$ cat config.mk
export PLATFORM = sky130hd
export DESIGN_NAME = frame_flip_scheduler
export DESIGN_NICKNAME = d
export VERILOG_FILES = /design/src/rtl/frame_flip_scheduler.sv
export SDC_FILE = /design/constraint.sdc
export NUM_CORES = 1
export LEC_CHECK = 0
export ABC_AREA = 1
export CORE_MARGIN = 2
export CORE_UTILIZATION = 52
export CTS_CLUSTER_DIAMETER = 100
export DETAILED_ROUTE_END_ITERATION = 12
export PLACE_DENSITY_LB_ADDON = 0.3
export SYNTH_ARGS = -nofsm -noshare
export SYNTH_HDL_FRONTEND = slang
export SYNTH_SLANG_ARGS = --single-unit
$ cat constraint.sdc
create_clock -name clk -period 5.01 [get_ports clk]
set_input_delay 0.501 -clock clk [delete_from_list [all_inputs] [get_ports clk]]
set_output_delay 0.501 -clock clk [all_outputs]
set_load 0.05 [all_outputs]
$ cat src/rtl/frame_flip_scheduler.sv
// frame_flip_scheduler
//
// Purpose:
//   Sequences the double-buffered display memory between the SPI frame loader
//   and the scan driver. A "loaded" event from the loader arms a buffer flip.
//   The flip is taken either on a qualifying frame boundary (tear-free mode)
//   or at once (tearing allowed). A buffer must be shown for a minimum number
//   of frames before the next flip. A stale-frame watchdog can blank the
//   panel when no flip has happened for too long.
//
// Optional feature:
//   FRAME_FLIP_SCHED_STATS_EN - when defined, flip_count and drop_count are
//   live saturating counters. When undefined, both are tied to zero and no
//   counter registers exist.
//
// Ports:
//   clk             system clock (PLL output domain)
//   rst             asynchronous, active-high reset
//   frame_complete  1-cycle pulse from the scan driver at end of frame
//   loaded          1-cycle pulse from the loader: back buffer fully written
//   sync_enable     1 = flip only on frame_complete, 0 = flip on load
//   blank_on_stale  1 = force the panel dark while stale
//   ready           back buffer free, loader may write
//   mem_flip        buffer select to display memory, toggles per flip
//   flip_pulse      1-cycle strobe in the cycle mem_flip toggles
//   stale           watchdog expired
//   blank           output-enable gate (1 = panel dark)
//   flip_count      flips performed (stats)
//   drop_count      loaded pulses ignored while not ready (stats)

module frame_flip_scheduler #(
  parameter int MIN_HOLD_FRAMES = 1,
  parameter int TIMEOUT_FRAMES  = 0,
  parameter int CNT_WIDTH       = 16
) (
  input  logic                 clk,
  input  logic                 rst,
  input  logic                 frame_complete,
  input  logic                 loaded,
  input  logic                 sync_enable,
  input  logic                 blank_on_stale,
  output logic                 ready,
  output logic                 mem_flip,
  output logic                 flip_pulse,
  output logic                 stale,
  output logic                 blank,
  output logic [CNT_WIDTH-1:0] flip_count,
  output logic [CNT_WIDTH-1:0] drop_count
);

  // Limits are clipped to what the counters can hold so they never wrap.
  localparam longint CNT_ALL_ONES = (longint'(1) << CNT_WIDTH) - 1;
  localparam longint HOLD_LIM_L   = (longint'(MIN_HOLD_FRAMES) > CNT_ALL_ONES) ?
                                    CNT_ALL_ONES : longint'(MIN_HOLD_FRAMES);
  localparam longint STALE_LIM_L  = (longint'(TIMEOUT_FRAMES) > CNT_ALL_ONES) ?
                                    CNT_ALL_ONES : longint'(TIMEOUT_FRAMES);

  localparam logic [CNT_WIDTH-1:0] HOLD_LIMIT  = CNT_WIDTH'(HOLD_LIM_L);
  localparam logic [CNT_WIDTH-1:0] STALE_LIMIT = CNT_WIDTH'(STALE_LIM_L);
  localparam logic [CNT_WIDTH-1:0] CNT_ONE     = CNT_WIDTH'(1);
  localparam logic [CNT_WIDTH:0]   ONE_EXT     = (CNT_WIDTH+1)'(1);

  typedef enum logic [1:0] {
    S_READY   = 2'd0,
    S_PENDING = 2'd1,
    S_FLIP    = 2'd2
  } state_t;

  state_t               state_reg;
  logic [CNT_WIDTH-1:0] hold_cnt_reg;
  logic [CNT_WIDTH-1:0] hold_cnt_next;
  logic                 ready_reg;
  logic                 mem_flip_reg;
  logic                 flip_pulse_reg;

  logic hold_ok;
  logic flip_go;

  // Compare one bit wider so hold_cnt+1 cannot overflow at all-ones.
  assign hold_ok = (({1'b0, hold_cnt_reg} + ONE_EXT) >= {1'b0, HOLD_LIMIT});

  // sync_enable is looked at combinationally while pending, so a change
  // takes effect in the same cycle.
  assign flip_go = (state_reg == S_PENDING) &&
                   (!sync_enable || (frame_complete && hold_ok));

  // A frame_complete that triggers the flip is consumed by it; the flip
  // restarts the hold interval from zero.
  always_comb begin
    hold_cnt_next = hold_cnt_reg;
    if (flip_go) begin
      hold_cnt_next = '0;
    end else if (frame_complete && (hold_cnt_reg < HOLD_LIMIT)) begin
      hold_cnt_next = hold_cnt_reg + CNT_ONE;
    end
  end

  // Main sequencer; all outputs registered.
  always_ff @(posedge clk or posedge rst) begin
    if (rst) begin
      state_reg      <= S_READY;
      ready_reg      <= 1'b1;
      mem_flip_reg   <= 1'b0;
      flip_pulse_reg <= 1'b0;
      // Preset so the very first frame after reset is not held back.
      hold_cnt_reg   <= HOLD_LIMIT;
    end else begin
      flip_pulse_reg <= 1'b0;
      hold_cnt_reg   <= hold_cnt_next;
      unique case (state_reg)
        S_READY: begin
          // A frame_complete arriving with the load only advances hold_cnt;
          // the flip test is made from S_PENDING onwards.
          if (loaded) begin
            state_reg <= S_PENDING;
            ready_reg <= 1'b0;
          end
        end
        S_PENDING: begin
          if (flip_go) begin
            state_reg      <= S_FLIP;
            mem_flip_reg   <= ~mem_flip_reg;
            flip_pulse_reg <= 1'b1;
          end
        end
        S_FLIP: begin
          state_reg <= S_READY;
          ready_reg <= 1'b1;
        end
        default: begin
          state_reg <= S_READY;
          ready_reg <= 1'b1;
        end
      endcase
    end
  end

  assign ready      = ready_reg;
  assign mem_flip   = mem_flip_reg;
  assign flip_pulse = flip_pulse_reg;

  // Stale-frame watchdog.
  generate
    if (TIMEOUT_FRAMES > 0) begin : g_wdog
      logic [CNT_WIDTH-1:0] stale_cnt_reg;
      logic [CNT_WIDTH-1:0] stale_cnt_next;
      logic                 stale_reg;
      logic                 blank_reg;
      logic                 stale_hit;

      assign stale_hit = (stale_cnt_reg == STALE_LIMIT);

      always_comb begin
        stale_cnt_next = stale_cnt_reg;
        if (flip_go) begin
          stale_cnt_next = '0;
        end else if (frame_complete && !stale_hit) begin
          stale_cnt_next = stale_cnt_reg + CNT_ONE;
        end
      end

      // stale follows the counter by one cycle; blank is aligned with it.
      always_ff @(posedge clk or posedge rst) begin
        if (rst) begin
          stale_cnt_reg <= '0;
          stale_reg     <= 1'b0;
          blank_reg     <= 1'b0;
        end else begin
          stale_cnt_reg <= stale_cnt_next;
          if (flip_go) begin
            stale_reg <= 1'b0;
            blank_reg <= 1'b0;
          end else begin
            stale_reg <= stale_hit;
            blank_reg <= stale_hit && blank_on_stale;
          end
        end
      end

      assign stale = stale_reg;
      assign blank = blank_reg;
    end else begin : g_no_wdog
      // Watchdog disabled: blank_on_stale has no effect.
      logic unused_blank_on_stale;
      assign unused_blank_on_stale = blank_on_stale;
      assign stale = 1'b0;
      assign blank = 1'b0;
    end
  endgenerate

  // Statistics counters.
`ifdef FRAME_FLIP_SCHED_STATS_EN
  logic [CNT_WIDTH-1:0] flip_count_reg;
  logic [CNT_WIDTH-1:0] drop_count_reg;
  logic                 load_drop;

  // Loads are only accepted in S_READY; anything else is a drop.
  assign load_drop = loaded && (state_reg != S_READY);

  always_ff @(posedge clk or posedge rst) begin
    if (rst) begin
      flip_count_reg <= '0;
      drop_count_reg <= '0;
    end else begin
      if (flip_go && (flip_count_reg != '1)) begin
        flip_count_reg <= flip_count_reg + CNT_ONE;
      end
      if (load_drop && (drop_count_reg != '1)) begin
        drop_count_reg <= drop_count_reg + CNT_ONE;
      end
    end
  end

  assign flip_count = flip_count_reg;
  assign drop_count = drop_count_reg;
`else
  assign flip_count = '0;
  assign drop_count = '0;
`endif

endmodule

# Word-level counts from Yosys, hierarchy flattened
# Cells that the tools add are included.
[op_classes] n_lt_le_gt_ge=2 n_mux=9 reduce_logical=10 eq_ne=3 addsub=2 bitwise=2
[op_table] operator="$mux W16" n=2
[op_table] operator="$add A16 B1 Y17 const B" n=1
[op_table] operator="$ge A17 B1 Y1 const B" n=1
[op_table] operator="$add A16 B1 Y16 const B" n=1
[op_table] operator="$lt A16 B1 Y1 const B" n=1
[op_table] operator="$reduce_and A2 Y1" n=3
[op_table] operator="$mux W2" n=2
[op_table] operator="$ne A2 B2 Y1 const B" n=2
[op_table] operator="$pmux W2 S2" n=1
[op_table] operator="$logic_and A1 B1 Y1" n=3
[op_table] operator="$mux W1" n=3
[op_table] operator="$eq A2 B1 Y1 const B" n=1
[op_table] operator="$logic_not A2 Y1" n=1
[op_table] operator="$not A1 Y1" n=2
[op_table] operator="$pmux W1 S2" n=1
[op_table] operator="$reduce_bool A2 Y1" n=1
[op_table] operator="$logic_not A1 Y1" n=1
[op_table] operator="$logic_or A1 B1 Y1" n=1
[totals] elab_cells=33 inputBits=6 output_inout_bits=37 register_bits=21

# Longest topological paths before layout
[logic_depth] ltp_word=7 mapped_depth=17

# Worst setup path after synthesis
# OpenSTA, ideal clock, no wires.
[synth_path] kind="reg-to-reg" start="register hold_cnt_reg[0]" end="register hold_cnt_reg[9]" path_stages_with_launch=18 t_arrival_ps=1922 n_path_buf=1 path_slack_ps=2970 setup_ps=118 synth_period_minus_slack_ps=2040 required_time_ps=4892 path_cell_list="dfstp_2 > ha_1 > nand2_1 > nor2_4 > nand2_4 > nor2_4 > nand2_1 > nand2_1 > inv_1 > nand2_1 > nor2_1 > nand3_1 > nand2_2 > nand2_2 > nand2_4 > inv_4 > buf_12 > nor2_2"
[synth_between] elab_chain_cells=6 word_cells_on_any_way=11
[synth_lines] element="start, declared" line="70" text="logic [CNT_WIDTH-1:0] hold_cnt_reg;"
[synth_lines] element="start signal, assigned" line="109" text="hold_cnt_reg <= hold_cnt_next;"
[synth_lines] element="$add A16 B1 Y17" line="80" text="assign hold_ok = (({1'b0, hold_cnt_reg} + ONE_EXT) >= {1'b0, HOLD_LIMIT});"
[synth_lines] element="$ge A17 B1 Y1" line="80"
[synth_lines] element="$logic_and A1 B1 Y1" line="85" text="(!sync_enable || (frame_complete && hold_ok));"
[synth_lines] element="$logic_or A1 B1 Y1" line="85"
[synth_lines] element="$logic_and A1 B1 Y1" line="84" text="assign flip_go = (state_reg == S_PENDING) &&"
[synth_lines] element="$mux W16 / $reduce_bool A2 Y1 (equally long branches)"
# Several ways; a longest one is shown, not always the timed one. The select of a mux whose other input is x is not followed.
# A chain may end at the register's enable or synchronous reset.

# Worst setup path after layout
[layout_path] start="register hold_cnt_reg[0]" end="register hold_cnt_reg[13]"
# The elaborated chain is that of the path after synthesis.

==> flow_metrics.py <==
metrics = {
    "outcome": {
        "status": "finished clean",
    },
    "synthesis": {
        "synth_fa_ha_area_share_pct": 2.30,
        "syn_area_um2": 1630,
        "avgSynthCellArea_um2": 7.22,
        "synth_xor_area_share_pct": 0.537,
        "synthSimpleGateAreaFrac_pct": 37.2,
        "synth_mux_area_share_pct": 0,
        "synth-warning-count": 0,
        "synth_top_family_by_area": "simple AND/OR/NAND/NOR gates",
        "ys_seq_area_share_pct": 32.4,
        "synth_compound_area_share_pct": 2.76,
        "ys_types": 22,
        "synth_seq_cells": 21,
        "syn_inst": 226,
    },
    "worst_setup_path": {
        "cp.arrival_ns": 2.51,
        "slowest_stage": "dfstp_2",
        "cpMostUsedCell": "nand2_1",
        "path_max_fanout": 17,
        "cp_cell_sequence": "ha_1 -> nand2_1 -> nor2_4 -> nand2_4 -> nor2_4 -> nand2_1 -> nand2_1 -> inv_1 -> nand2_1 -> nor2_1 -> nand3_1 -> nand2_2 -> nand2_2 -> nand2_4 -> inv_4 -> nor2_1",
        "start_kind": "flop",
        "required_ns": 5.21,
        "criticalPathCategory": "reg -> reg",
        "endpoint_kind": "flop",
        "critPathMaxStageDelay_ns": 0.60,
    },
    "pwr": {
        "swShare_pct": 46.8,
        "clock_power_share_pct": 15.0,
        "p_comb_share_pct": 45.9,
        "pwr-share-seq_pct": 39.1,
        "leakage_nw": 0.826,
        "p_total_mw": 0.559,
        "p_sw_mw": 0.262,
        "p_per_area_nw_per_um2": 344,
        "ir_worst_vdd_v": 0.000243,
        "power.internal_mw": 0.298,
    },
    "cells_and_area": {
        "fin_util_pct": 53.6,
        "drive_gt1_share_pct": 11.5,
        "largest_reg_flops": 16,
        "fin_nets": 244,
        "fin_area_um2": 1620,
        "n_antenna_cell": 0,
        "area_growth_syn_to_layout_pct": -0.460,
    },
    "timing": {
        "maxSlewHeadroom_pct": 47.1,
        "rsz0062_at_grt": "false",
        "finalSetupViolations": 0,
        "hold_viol": 0,
        "worstMarginPinSlew_ns": 0.793,
        "min_period_over_period_pct": 46.0,
        "drv_slew": 0,
        "tns_ns": 0,
        "fmaxAchievable_ghz": 0.434,
        "fin_skew_ns": 0.0114,
        "layout_min_cycle_time_ns": 2.31,
    },
    "detailed_routing": {
        "drc": 0,
        "firstDrtPassIters": 4,
        "wire_per_inst_um": 9.83,
        "ant_nets": 0,
        "wirelength_um": 2730,
        "vias": 1247,
        "drtIter0Drc": 61,
        "routed_via_density": 4.49,
    },
    "floorplanning": {
        "die-area_um2": 3600,
        "rows": 20,
        "core_um2": 3030,
        "io_pins": 43,
        "die_w_um": 60.0,
        "start_util_pct": 53.9,
        "die_height_um": 60.0,
    },
    "cts": {
        "cts_hold_buf": 0,
        "cts_resized": 0,
        "clock_latency_ns": 0.31,
        "cts.reportedPaths.clkPinSlew_ns": 0.12,
        "clock_path_buffers": 2,
        "cts_buffers": 3,
        "htree_levels": 1,
        "cts_setup_buffers": 0,
        "clock-sinks": 21,
        "cts_tree": "done",
        "cts-root-buf": "clkbuf_4",
    },
    "flow_run": {
        "cap_viol_max_count": 0,
    },
    "placement": {
        "dpl_cell_area_um2": 1600,
        "place.gp.congestion": 0.817,
        "portBuffers": 7,
        "dp_hpwl_um": 2130,
    },
    "global_routing": {
        "overflow": 0,
        "grt_pass1_vias": 1088,
        "grt_pass1_wl_um": 4510,
        "grt.total_usage_pct": 16.5,
        "grt_max_degree": 22,
        "antenna_found_initial": 0,
    },
    "worst_hold_path": {
        "hold_path.class": "reg -> reg",
    },
}
==> worst paths after layout <==
check | to | slack (ns) | startpoint | cells after the start
worst min register to register | mem_flip | 0.52 | mem_flip | 2
worst min-delay path | mem_flip | 0.52 | mem_flip | 2
max in group asynchronous | hold_cnt_reg[8] | 3.89 | rst | 2
worst max-delay path | hold_cnt_reg[13] | 2.70 | hold_cnt_reg[0] | 16
worst max register to register | hold_cnt_reg[13] | 2.70 | hold_cnt_reg[0] | 16
min in group asynchronous | hold_cnt_reg[7] | 0.62 | rst | 2
==> cell usage after synthesis (all sizes together) <==
cell type  instances  area (um2)
o21ai              6        30.0
dfstp              2        52.6
nand2             58         240
nand3             18        90.1
conb               1        3.75
nor3               2        10.0
a21boi             1        7.51
dfrtp             19         475
nand4             10        62.6
ha                 3        37.5
buf               36         283
o21a               1        7.51
xor2               1        8.76
inv               31         119
nor2              37         204
==> worst max-delay path, delay by kind of cell (launching register included) <==
| kind | cells | cell delay (ns) |
|---|---|---|
| adder cells (fa/ha/maj) | 1 | 0.24 |
| buffers and inverters | 2 | 0.24 |
| flip-flops | 1 | 0.60 |
| AND/OR/NAND/NOR | 13 | 1.11 |
==> placed cells by master, fill, tap and decap left out, types with 3 or more instances in the layout <==
| master | count |
|---|---|
| nand2_1 | 53 |
| conb_1 | 34 |
| inv_1 | 28 |
| nor2_1 | 23 |
| dfrtp_1 | 19 |
| nand3_1 | 18 |
| nand4_1 | 10 |
| nor2_2 | 8 |
| clkdlybuf4s50_1 | 7 |
| nor2_4 | 6 |
| o21ai_0 | 6 |
| nand2_2 | 3 |
| ha_1 | 3 |
| clkbuf_4 | 3 |
==> power by group through the flow <==
stage / clock network [mW] / logic (mW) / registers [mW]
global route: 0.0949 / 0.282 / 0.222
floorplan: 0 / 0.207 / 0.256
global placement: 0 / 0.256 / 0.221
CTS: 0.0880 / 0.260 / 0.219
finish: 0.0838 / 0.257 / 0.219
detailed placement: 0 / 0.259 / 0.222
==> routing by layer <==
layer	share of wire, %	GRT usage (%)
met4	1.1	5.71
met3	3.1	1.95
met5	0	0
met1	48	21.6
met2	48	28.0
==> through the flow <==
step,setup slack [ns],hold slack (ns),instances
after global routing,2.50,0.554,278
after detailed placement,2.73,0.496,274
after CTS,2.68,0.528,278
final,2.70,0.520,278
after floorplan,2.97,0.474,259
after global placement,2.77,0.493,274
==> kinds of logic (layout without fill, tap and decap cells) <==
| kind of cell | after synthesis | count (layout) |
|---|---|---|
| compound gates | 8 | 8 |
| xor+xnor | 1 | 1 |
| fa+ha+maj | 3 | 3 |
| flops | 21 | 21 |
| buf+inv | 67 | 42 |
| simple gates | 125 | 125 |
| other cells | 1 | 34 |
==> layout make-up <==
| type | instances | area [um2] |
|---|---|---|
| clock buffers | 4 | 26.3 |
| fillers | 330 | 1400 |
| inverters | 31 | 119 |
| multi-input cells | 171 | 826 |
| flip-flops and latches | 21 | 528 |
| well taps | 44 | 55.1 |
| repair buffers | 7 | 70.1 |
No activity file was read; power rests on OpenSTA's default activity.
